--- config.mk ---
export PLATFORM = sky130hd
export DESIGN_NAME = vga_screen_switcher
export DESIGN_NICKNAME = d
export VERILOG_FILES = /design/src/rtl/vga_screen_switcher_pkg.sv /design/src/rtl/vga_screen_switcher_fader.sv /design/src/rtl/vga_screen_switcher.sv
export SDC_FILE = /design/constraint.sdc
export NUM_CORES = 1
export LEC_CHECK = 0
export BUFFER_PORTS_ARGS = -buffer_cell sky130_fd_sc_hd__buf_2
export CAP_MARGIN = 10
export CORE_UTILIZATION = 41
export CTS_BUF_LIST = sky130_fd_sc_hd__clkbuf_8 sky130_fd_sc_hd__clkbuf_16
export CTS_CLUSTER_SIZE = 14
export DETAILED_ROUTE_END_ITERATION = 10
export PLACE_DENSITY = 0.78
export SLEW_MARGIN = 10
export SYNTH_ARGS = -nofsm -noshare
export SYNTH_HDL_FRONTEND = slang
export SYNTH_SLANG_ARGS = --single-unit
--- constraint.sdc ---
create_clock -name pclk -period 9.1 [get_ports pclk]
set_input_delay 1.365 -clock pclk [delete_from_list [all_inputs] [get_ports pclk]]
set_output_delay 1.365 -clock pclk [all_outputs]
set_load 0.03 [all_outputs]
--- src/rtl/vga_screen_switcher_pkg.sv ---
// vga_screen_switcher_pkg: shared VGA bus field layout and switcher state encoding
package vga_screen_switcher_pkg;
  localparam int HCOUNT_W = 11;
  localparam int VCOUNT_W = 11;
  localparam int RGB_W = 12;
  localparam int RGB_LSB = 0;
  localparam int VBLNK_BIT = 12;
  localparam int HBLNK_BIT = 13;
  localparam int VSYNC_BIT = 14;
  localparam int HSYNC_BIT = 15;
  localparam int VCOUNT_LSB = 16;
  localparam int HCOUNT_LSB = 27;
  localparam int VGA_BUS_SIZE = HCOUNT_LSB + HCOUNT_W;
  typedef enum logic [1:0] {SHOW = 2'd0, FADE_OUT = 2'd1, FADE_IN = 2'd2} state_t;
endpackage

--- src/rtl/vga_screen_switcher_fader.sv ---
// vga_rgb_fader: scales each 4-bit colour component by level / 2**FADE_SHIFT
module vga_rgb_fader #(
  parameter int FADE_SHIFT = 3
) (
  input  logic [11:0]         rgb,
  input  logic [FADE_SHIFT:0] level,
  output logic [11:0]         rgb_scaled
);
  for (genvar c = 0; c < 3; c++) begin : g_comp
    logic [FADE_SHIFT+4:0] prod;
    assign prod = rgb[c*4 +: 4] * level;
    assign rgb_scaled[c*4 +: 4] = 4'(prod >> FADE_SHIFT);
  end
endmodule

--- src/rtl/vga_screen_switcher.sv ---
// vga_screen_switcher: registered N-channel VGA selector with frame-aligned fade/cut transitions
module vga_screen_switcher import vga_screen_switcher_pkg::*; #(
  parameter int N_CH = 3,
  parameter int CH_W = 2,
  parameter int BUS_W = VGA_BUS_SIZE,
  parameter int DEFAULT_CH = 0,
  parameter bit FADE_EN = 1'b1,
  parameter int FADE_SHIFT = 3
) (
  input  logic                  pclk,
  input  logic                  rst,
  input  logic [N_CH*BUS_W-1:0] vga_in,
  input  logic [N_CH-1:0]       sel,
  output logic [BUS_W-1:0]      vga_out,
  output logic [CH_W-1:0]       active_ch,
  output logic                  busy
);
  localparam int LVL_MAX_I = 1 << FADE_SHIFT;
  localparam logic [FADE_SHIFT:0] LVL_MAX = LVL_MAX_I[FADE_SHIFT:0];
  state_t state;
  logic [FADE_SHIFT:0] level, lvl_dn, lvl_up;
  logic [CH_W-1:0] req_ch;
  logic [BUS_W-1:0] cur, nxt;
  logic [RGB_W-1:0] rgb_faded;
  logic vblnk_d, fb, want;
  always_comb begin
    req_ch = CH_W'(DEFAULT_CH);
    for (int i = N_CH - 1; i >= 0; i--) req_ch = sel[i] ? CH_W'(i) : req_ch;
  end
  assign cur = vga_in[active_ch*BUS_W +: BUS_W];
  assign fb = cur[VBLNK_BIT] & ~vblnk_d;
  assign want = req_ch != active_ch;
  assign lvl_dn = (level == '0) ? '0 : level - 1'b1;
  assign lvl_up = (level == LVL_MAX) ? LVL_MAX : level + 1'b1;
  assign busy = state != SHOW;
  vga_rgb_fader #(.FADE_SHIFT(FADE_SHIFT)) u_fader (
    .rgb(cur[RGB_LSB +: RGB_W]),
    .level(level),
    .rgb_scaled(rgb_faded)
  );
  // timing fields pass through untouched; only the colour field is replaced
  always_comb begin
    nxt = cur;
    nxt[RGB_LSB +: RGB_W] = rgb_faded;
  end
  always_ff @(posedge pclk or posedge rst)
    if (rst) begin
      state <= SHOW;
      level <= LVL_MAX;
      active_ch <= CH_W'(DEFAULT_CH);
      vblnk_d <= 1'b0;
      vga_out <= '0;
    end else begin
      vga_out <= nxt;
      vblnk_d <= cur[VBLNK_BIT];
      if (fb && want && !FADE_EN) active_ch <= req_ch;
      else if (fb && want) begin
        level <= lvl_dn;
        state <= (lvl_dn == '0) ? FADE_IN : FADE_OUT;
        if (lvl_dn == '0) active_ch <= req_ch;
      end else if (fb && FADE_EN && state != SHOW) begin
        level <= lvl_up;
        state <= (lvl_up == LVL_MAX) ? SHOW : FADE_IN;
      end
    end
endmodule

==> metrics.yaml, run 1 <==
status: "finished, final reports clean"
grt_pass1_vias: 3030
rows: 33
hp-class: "flop to flop"
powerDensity_nw_per_um2: 412
synth.most_common_cell: "nand2_1"
synth_fa_ha_area_share_pct: 16.4
die_h_um: 93.7
synth.distinct_cells: 45
setup_tns_ns: 0
postLayoutCoreUtil_pct: 53.6
critPathKind: "flop to flop"
start_util_pct: 42.1
avgSynthCellArea_um2: 9.36
cts_buffers: 5
ctsRootBufferMaster: "clkbuf_8"
synth-seq-cells: 46
critPathLaunchType: "flop"
synthMuxAreaShare_pct: 12.1
synthTopCellsByArea: "dfrtp_1 (33%), mux2i_1 (11%), ha_1 (9.4%)"
synth_edf_count: 0
antenna_left: 0
final-max-slew-violation-count: 0
worst_pin_slew_ns: 0.965
post_drt_wl_per_cell_um: 15.0
hold_buffers: 0
postCtsSetupBuffers: 0
antenna_found_initial: 1
cp_max_fo: 44
drcViolationCount: 0
die_area_um2: 8780
yosys_warnings: 0
drive_gt1_share_pct: 34.3
synthDominantCellAreaShare_pct: 32.7
maxCapViolCount: 0
synth_top_family_by_area: "adder cells"
cp.arrival_ns: 4.53
synth_compound_area_share_pct: 13.9
cts_resized: 0
clkLatencyLatePin_ns: 0.29
synth_fp_nets: 525
clk_pin_slew_ns: 0.08
dpl.hpwl_mm: 7.21
worst_setup_path_end_kind: "flop"
ys_seq_area_share_pct: 33.4
drt-initial-drc-count: 178
drt_first_pass_iters: 4
hold_violations: 0
netlist_area_um2: 3450
vias: 3158
async_reset_ff_share_pct: 100
nets: 673
ys_dominant_reg_cell: "dfrtp_1"
grt_max_degree: 47
portBuffers: 159
finalCritPeriodShare_pct: 47.5
skew_ns: 0.00475
required_ns: 9.31
setup_viol: 0
htreeDepth: 2
layout_min_cycle_time_ns: 4.32
cts_max_path_buffers: 2
track_usage_pct: 21.4
overflow: 0
grt_pass1_wl_mm: 14.4
rsz0062_at_grt: "no"
synthCells: 368
max_freq_mhz: 231
cts_tree: "built"
synthSimpleGateAreaFrac_pct: 14.4
yosysTopAreaCell: "dfrtp_1"
core_area_um2: 8180
cts_num_sinks: 46
relSlewSlack_pct: 35.6
area_growth_pct: 27.1
io_pins: 160
synthTopCellsByCount: "nand2_1 (57), dfrtp_1 (45), mux2i_1 (39)"
wl_mm: 9.30
place_congestion: 0.879
synthXorXnorAreaFrac_pct: 4.07
ir_drop_mv: 0.138
p_leak_nw: 2.40
die_w_um: 93.7
viasPerCell: 5.08
## where the power goes
part	internal (mW)	switching (mW)	total (mW)	leakage (nW)
Clock	0.0517	0.0662	0.118	0.0438
Sequential	0.322	0.0740	0.396	0.543
Combinational	0.507	0.783	1.29	1.81
Total	0.881	0.923	1.80	2.40
## registers in the layout (all words and copies together) (netlist names)
signal	count
vga_out	38
active_ch	2
level	4
state	2
## layout make-up
type | count | area (µm²)
multi-input combinational | 277 | 2110
timing repair buffer | 161 | 811
antenna | 1 | 2.50
tap | 105 | 131
inverter | 25 | 93.8
sequential | 46 | 1150
fill | 780 | 3800
clock inverter | 2 | 10.0
clock buffer | 5 | 68.8
## worst max-delay path, stage by stage, from the launching register on
cell	delay, ns
dfrtp_1	0.33
buf_4	0.37
nor2b_4	0.82
o2bb2ai_1	0.30
nand2_1	0.13
fa_1	0.53
fa_1	0.55
inv_1	0.07
fa_1	0.45
a21o_1	0.17
a21oi_1	0.17
xnor2_1	0.16
xnor2_1	0.16
## final timing paths
path / slack, ns / end / startpoint / cells after the start
max: 4.78 / vga_out[11]$_DFF_PP0_ / active_ch[0]$_DFFE_PP0P_ / 12
min: 0.55 / state[0]$_DFFE_PP0P_ / state[0]$_DFFE_PP0P_ / 2
max reg2reg: 4.78 / vga_out[11]$_DFF_PP0_ / active_ch[0]$_DFFE_PP0P_ / 12
min reg2reg: 0.55 / state[0]$_DFFE_PP0P_ / state[0]$_DFFE_PP0P_ / 2
max in group asynchronous: 7.16 / active_ch[1]$_DFFE_PP0P_ / rst / 2
min in group asynchronous: 1.29 / vga_out[17]$_DFF_PP0_ / rst / 2
## cell families after synthesis
logic type / Yosys count
and+or+nand+nor: 106
AOI/OAI and AO/OA: 76
DFF: 46
buffers and inverters: 45
muxes: 41
adders and majority gates: 38
xor gates and xnor gates: 16
## cells in the final DEF, fill, tap and decap left out, types with 5 or more instances in the layout
master	instances
buf_2	159
nand2_1	57
dfrtp_1	44
mux2i_1	39
o21ai_0	34
ha_1	26
inv_1	23
and2_1	17
a21oi_1	12
fa_1	12
xnor2_1	10
nor2_1	10
and3_1	7
o2bb2ai_1	7
xor2_1	6
a21o_1	5
clkbuf_8	5
## metrics by stage
stage	setup slack [ns]	hold WS (ns)	instances	cell area, µm²	power (mW)
CTS	4.76	0.541	621	4380	1.82
global placement	4.77	0.510	614	4300	1.65
floorplan	5.12	0.483	368	3450	1.36
detailed placement	4.72	0.516	614	4300	1.70
global route	4.49	0.597	622	4380	1.98
finish	4.78	0.551	622	4380	1.80
## routing by layer
metal	vias up	GRT usage [%]	part of all wire (%)
li1	1556	-	-
met1	1468	26.0	42
met2	122	39.2	50
met3	12	2.75	6.3
met4	0	6.15	1.7
met5	-	0	0
Note: power is estimated with default switching activity, not from simulation.
==> run 2: changes to the inputs <==
--- a/config.mk
+++ b/config.mk
@@ -11,7 +11,7 @@
 export CTS_BUF_LIST = sky130_fd_sc_hd__clkbuf_8 sky130_fd_sc_hd__clkbuf_16
 export CTS_CLUSTER_SIZE = 14
 export DETAILED_ROUTE_END_ITERATION = 10
-export PLACE_DENSITY = 0.78
+export PLACE_DENSITY = 0.8
 export SLEW_MARGIN = 10
 export SYNTH_ARGS = -nofsm -noshare
 export SYNTH_HDL_FRONTEND = slang
==> constraint.sdc (replaced) <==
create_clock -name pclk -period 3.9 [get_ports pclk]
set_input_delay 0.585 -clock pclk [delete_from_list [all_inputs] [get_ports pclk]]
set_output_delay 0.585 -clock pclk [all_outputs]
set_load 0.03 [all_outputs]
==> metrics.yaml, run 2 (synthesis gave the netlist of run 1 again) <==
setup_tns_ns: 0  # unchanged
p_leak_nw: 2.44  # +1.7%
die_area_um2: 8780  # unchanged
cp_max_fo: 15  # -66%
worst_setup_path_end_kind: "flop"
portBuffers: 159  # unchanged
layout_common_cells: "buf_2 (159), nand2_1 (57), dfrtp_1 (44), mux2i_1 (39), o21ai_0 (34)"
required_ns: 4.11  # -5.20 ns
post_drt_wl_per_cell_um: 15.7  # +4.9%
cts_tree: "built"
nets: 679  # +0.89%
finalCritPeriodShare_pct: 94.1  # +47 points
whs_path_depth: 3  # +1
postLayoutCoreUtil_pct: 54.5  # +0.90 points
cts_num_sinks: 46  # unchanged
cts_buffers: 5  # unchanged
maxCapViolCount: 0  # unchanged
vias: 3275  # +3.7%
cts_resized: 0  # unchanged
dpl.hpwl_mm: 7.76  # +7.7%
die_h_um: 93.7  # unchanged
regMostFlops: "vga_out"
powerDensity_nw_per_um2: 967  # +130%
drt-initial-drc-count: 285  # +60%
largest_register_ffs: 38  # unchanged
multi_input_area_um2: 2110  # unchanged
core_area_um2: 8180  # unchanged
die_w_um: 93.7  # unchanged
reg.largest.list: "vga_out x38, level x4"
final_area_um2: 4450  # +1.7%
hold_ws_ns: 0.486  # -0.0644 ns
io_pins: 160  # unchanged
max_freq_mhz: 272  # +18%
place_congestion: 0.960  # +9.2%
worst_pin_slew_ns: 0.978  # +0.0135 ns
overflow: 0  # unchanged
clk_pin_slew_ns: 0.09  # about the same
status: "finished, final reports clean"
worstRegToRegCells: 11  # -1
clkLatencyLatePin_ns: 0.29  # about the same
place_area_um2: 4340  # +1.0%
drcViolationCount: 0  # unchanged
start_util_pct: 42.1  # unchanged
cts_max_path_buffers: 2  # unchanged
drt_first_pass_iters: 5  # +1
critPathKind: "flop to flop"
instances_no_fill: 628  # +0.96%
antenna_left: 0  # unchanged
grt_pass1_vias: 3103  # +2.4%
hold_violations: 0  # unchanged
critPathLaunchType: "flop"
hold_buffers: 0  # unchanged
grt_max_degree: 47  # unchanged
rows: 33  # unchanged
final_common_cell: "buf_2"
area_growth_pct: 29.2
antennaDiodeCount: 0  # -1
skew_ns: 0.00704  # +0.00229 ns
drive_gt1_share_pct: 35.0  # +0.69 points
fillers: 747  # -4.2%
regArea_um2: 1150  # unchanged
htreeDepth: 2  # unchanged
layout_min_cycle_time_ns: 3.67  # -0.650 ns
cp.arrival_ns: 3.89  # -0.64 ns
placed_cells: 620  # +0.98%
postCtsSetupBuffers: 0  # unchanged
ctsRootBufferMaster: "clkbuf_8"
rsz0062_at_grt: "no"
wl_mm: 9.86  # +6.0%
final-max-slew-violation-count: 0  # unchanged
relSlewSlack_pct: 34.7  # -0.90 points
ir_drop_mv: 0.363  # +160%
setup_viol: 0  # unchanged
grt_pass1_wl_mm: 15.1  # +4.7%
hp-class: "input pin to flop"
viasPerCell: 5.21  # +2.7%
track_usage_pct: 22.5  # +1.1 points
antenna_found_initial: 0  # -1
run 2: worst max-delay path, stage by stage (launching register included):
cell and delay, ns:
dfrtp_2 0.64, mux2i_1 0.17, o21ai_0 0.45, nand2_1 0.15, fa_1 0.50, fa_1 0.54
inv_1 0.06, fa_1 0.45, a21o_1 0.17, a21oi_1 0.16, xnor2_1 0.16, xnor2_1 0.14
run 2: cell type report:
type,count,share of cell area (%)
Sequential cell,46,25.9
Timing Repair Buffer,167,19.2
Multi-Input combinational cell,277,47.3
Clock inverter,3,0.927
Clock buffer,5,1.55
Inverter,25,2.11
Tap cell,105,2.95
run 2: per-layer routing:
| metal | vias up | GRT usage, % | wire length [µm] |
|---|---|---|---|
| met5 | - | 0 | 0 |
| met4 | 0 | 4.36 | 68 |
| met3 | 6 | 3.48 | 780 |
| met2 | 170 | 43.1 | 5190 |
| met1 | 1536 | 26.3 | 3820 |
| li1 | 1563 | - | - |
run 2: final timing paths:
| kind | endpoint | slack, ns | start |
|---|---|---|---|
| worst max-delay path | vga_out[11]$_DFF_PP0_ | 0.23 | active_ch[1]$_DFFE_PP0P_ |
| max in group asynchronous | active_ch[1]$_DFFE_PP0P_ | 2.72 | rst |
| min in group asynchronous | vga_out[20]$_DFF_PP0_ | 0.51 | rst |
| worst max register to register | vga_out[11]$_DFF_PP0_ | 0.23 | active_ch[1]$_DFFE_PP0P_ |
| worst min-delay path | vga_out[14]$_DFF_PP0_ | 0.49 | vga_in[52] |
| worst min register to register | state[0]$_DFFE_PP0P_ | 0.56 | state[0]$_DFFE_PP0P_ |
run 2: metrics by stage:
step           setup WS (ns)  power (mW)
3_5_place_dp           0.290        3.96
6_report               0.229        4.31
5_1_grt               0.0327        4.69
3_3_place_gp           0.384        3.84
2_1_floorplan          0.135        3.18
4_1_cts                0.275        4.34
run 2: where the power goes:
group / total [mW] / internal, mW / switching [mW]
clock network: 0.345 / 0.189 / 0.156
logic: 3.02 / 1.21 / 1.81
registers: 0.942 / 0.750 / 0.192
total: 4.31 / 2.15 / 2.16
==> run 3: changes to the inputs <==
--- a/config.mk
+++ b/config.mk
@@ -12,7 +12,10 @@
 export CTS_CLUSTER_SIZE = 14
 export DETAILED_ROUTE_END_ITERATION = 10
 export PLACE_DENSITY = 0.8
+export RECOVER_POWER = 100
 export SLEW_MARGIN = 10
 export SYNTH_ARGS = -nofsm -noshare
 export SYNTH_HDL_FRONTEND = slang
+export SYNTH_HIERARCHICAL = 1
 export SYNTH_SLANG_ARGS = --single-unit
+export TNS_END_PERCENT = 30
==> metrics.yaml, run 3 <==
synthTopCellsByCount: "nand2_1 (58), dfrtp_1 (45), o21ai_0 (42)"
wl_mm: 9.33  # -5.4%
antennaDiodeCount: 0  # unchanged
grt_pass1_wl_mm: 14.8  # -2.3%
violations: "capacitance limit, slew limit"
antenna_found_initial: 0  # unchanged
skew_ns: 0.00555  # -0.00149 ns
cts_num_sinks: 46  # unchanged
fillers: 778  # +4.1%
post_drt_wl_per_cell_um: 14.6  # -7.0%
clkLatencyLatePin_ns: 0.30  # about the same
cp.arrival_ns: 3.72  # -0.17 ns
core_area_um2: 8260  # +1.0%
final_common_cell: "buf_2"
setup_tns_ns: 0  # unchanged
synth_edf_count: 0  # unchanged
cts_max_path_buffers: 2  # unchanged
hold_violations: 0  # unchanged
viasPerCell: 5.12  # -1.8%
postCtsSetupBuffers: 0  # unchanged
die_w_um: 94.6  # +0.97%
cts_tree: "built"
largest_register_ffs: 38  # unchanged
status: "complete, but fails checks"
regMostFlops: "vga_out"
area_growth_pct: 26.8
multi_input_area_um2: 2170  # +2.9%
place_congestion: 0.940  # -2.0%
worst_setup_path_end_kind: "flop"
hp-class: "input pin to flop"
p_leak_nw: 2.28  # -6.6%
critPathLaunchType: "flop"
vias: 3272  # -0.092%
ir_drop_mv: 0.402  # +11%
critPathKind: "flop to flop"
overflow: 0  # unchanged
drive_gt1_share_pct: 29.0  # -6.0 points
yosysTopAreaCell: "dfrtp_1"
dpl.hpwl_mm: 7.52  # -3.2%
required_ns: 4.12  # about the same
synthDominantCellAreaShare_pct: 32.0  # -0.64 points
setup_viol: 0  # unchanged
rows: 33  # unchanged
powerDensity_nw_per_um2: 905  # -6.5%
netlist_area_um2: 3510  # +2.0%
reg.largest.list: "vga_out x38, level x4"
cts_buffers: 5  # unchanged
worst_pin_slew_ns: 1.70  # +0.722 ns
avgSynthCellArea_um2: 9.37  # about the same
rsz0062_at_grt: "no"
grt_max_degree: 47  # unchanged
synthTopCellsByArea: "dfrtp_1 (32%), mux2i_1 (12%), ha_1 (9.6%)"
synth.distinct_cells: 49  # +8.9%
die_area_um2: 8950  # +2.0%
synth_fp_nets: 533  # +1.5%
drt-initial-drc-count: 69  # -76%
power.total_mw: 4.03  # -6.4%
track_usage_pct: 21.5  # -0.92 points
start_util_pct: 42.6  # +0.41 points
ys_seq_area_share_pct: 32.8  # -0.65 points
cp_max_fo: 26  # +11
layout_common_cells: "buf_2 (118), nand2_1 (58), o21ai_0 (45), dfrtp_1 (44), clkbuf_1 (42)"
synth-seq-cells: 46  # unchanged
die_h_um: 94.6  # +0.97%
htreeDepth: 2  # unchanged
grt_pass1_vias: 3218  # +3.7%
layout_min_cycle_time_ns: 3.50  # -0.173 ns
drcViolationCount: 0  # unchanged
clk_pin_slew_ns: 0.09  # about the same
async_reset_ff_share_pct: 100  # unchanged
portBuffers: 159  # unchanged
regArea_um2: 1150  # unchanged
max_freq_mhz: 286  # +5.0%
synth.most_common_cell: "nand2_1"
relSlewSlack_pct: -13.4  # -48 points
cts_resized: 0  # unchanged
maxCapViolCount: 1  # +1
nets: 691  # +1.8%
io_pins: 160  # unchanged
ys_dominant_reg_cell: "dfrtp_1"
ctsRootBufferMaster: "clkbuf_8"
synthCells: 375  # +1.9%
final-max-slew-violation-count: 47  # +47
finalCritPeriodShare_pct: 89.7  # -4.4 points
hold_buffers: 0  # unchanged
antenna_left: 0  # unchanged
yosys_warnings: 6  # +6
drt_first_pass_iters: 4  # -1
run 3: worst paths after layout:
path	startpoint	to	slack (ns)	cells after the start
hold reg to reg	state[0]$_DFFE_PP0P_	state[0]$_DFFE_PP0P_	0.52	2
max in group asynchronous	rst	active_ch[1]$_DFFE_PP0P_	1.98	2
min in group asynchronous	rst	vga_out[17]$_DFF_PP0_	0.81	2
setup reg to reg	active_ch[1]$_DFFE_PP0P_	vga_out[7]$_DFF_PP0_	0.40	12
setup / recovery	active_ch[1]$_DFFE_PP0P_	vga_out[7]$_DFF_PP0_	0.40	12
hold / removal	vga_in[62]	vga_out[24]$_DFF_PP0_	0.49	3
run 3: final cells by class:
type	instances	share of cell area (%)
Clock inverter	3	0.421
Clock buffer	5	1.54
Sequential cell	46	25.9
Inverter	21	1.77
Timing Repair Buffer	170	18.8
Multi-Input combinational cell	289	48.7
Tap cell	105	2.95
run 3: cell families after synthesis:
group	count (synthesis)	share of synthesized area [%]
flops	46	32.8
fa+ha+maj	39	16.4
buf+inv	40	4.95
simple gates	117	16.7
compound gates	75	13.2
mux	42	12.0
xor+xnor	16	3.99
run 3: through the flow:
step | utilization, % | hold WS, ns | cell area [µm²] | worst slack, ns | cells
after floorplan | - | 0.466 | 3510 | 0.133 | 375
after global placement | 53.8 | 0.481 | 4450 | 0.502 | 631
after detailed placement | 53.8 | 0.498 | 4450 | 0.403 | 631
after CTS | 54.9 | 0.479 | 4530 | 0.370 | 639
after global routing | 54.0 | 0.485 | 4460 | 0.110 | 639
final | 54.0 | 0.488 | 4460 | 0.403 | 639
run 3: worst max-delay path, stage by stage (launching register included):
cell     delay, ns
dfrtp_2       0.45
nor2b_1       0.16
buf_4         0.28
nand2_1       0.07
o21ai_0       0.18
nand2_1       0.17
fa_1          0.56
inv_1         0.05
fa_1          0.53
fa_1          0.47
a21o_1        0.19
a21oi_1       0.16
xnor2_1       0.13
run 3: where the power goes:
| part | switching (mW) | internal (mW) |
|---|---|---|
| Sequential | 0.158 | 0.734 |
| Clock | 0.169 | 0.126 |
| Combinational | 1.78 | 1.07 |
run 3: metal layers:
layer / GRT usage [%] / vias up / share of wire [%]
met4: 8.21 / 0 / 2.3
met2: 39.4 / 146 / 50
li1: - / 1589 / -
met5: 0 / - / 0
met1: 24.8 / 1517 / 41
met3: 3.95 / 20 / 6.7
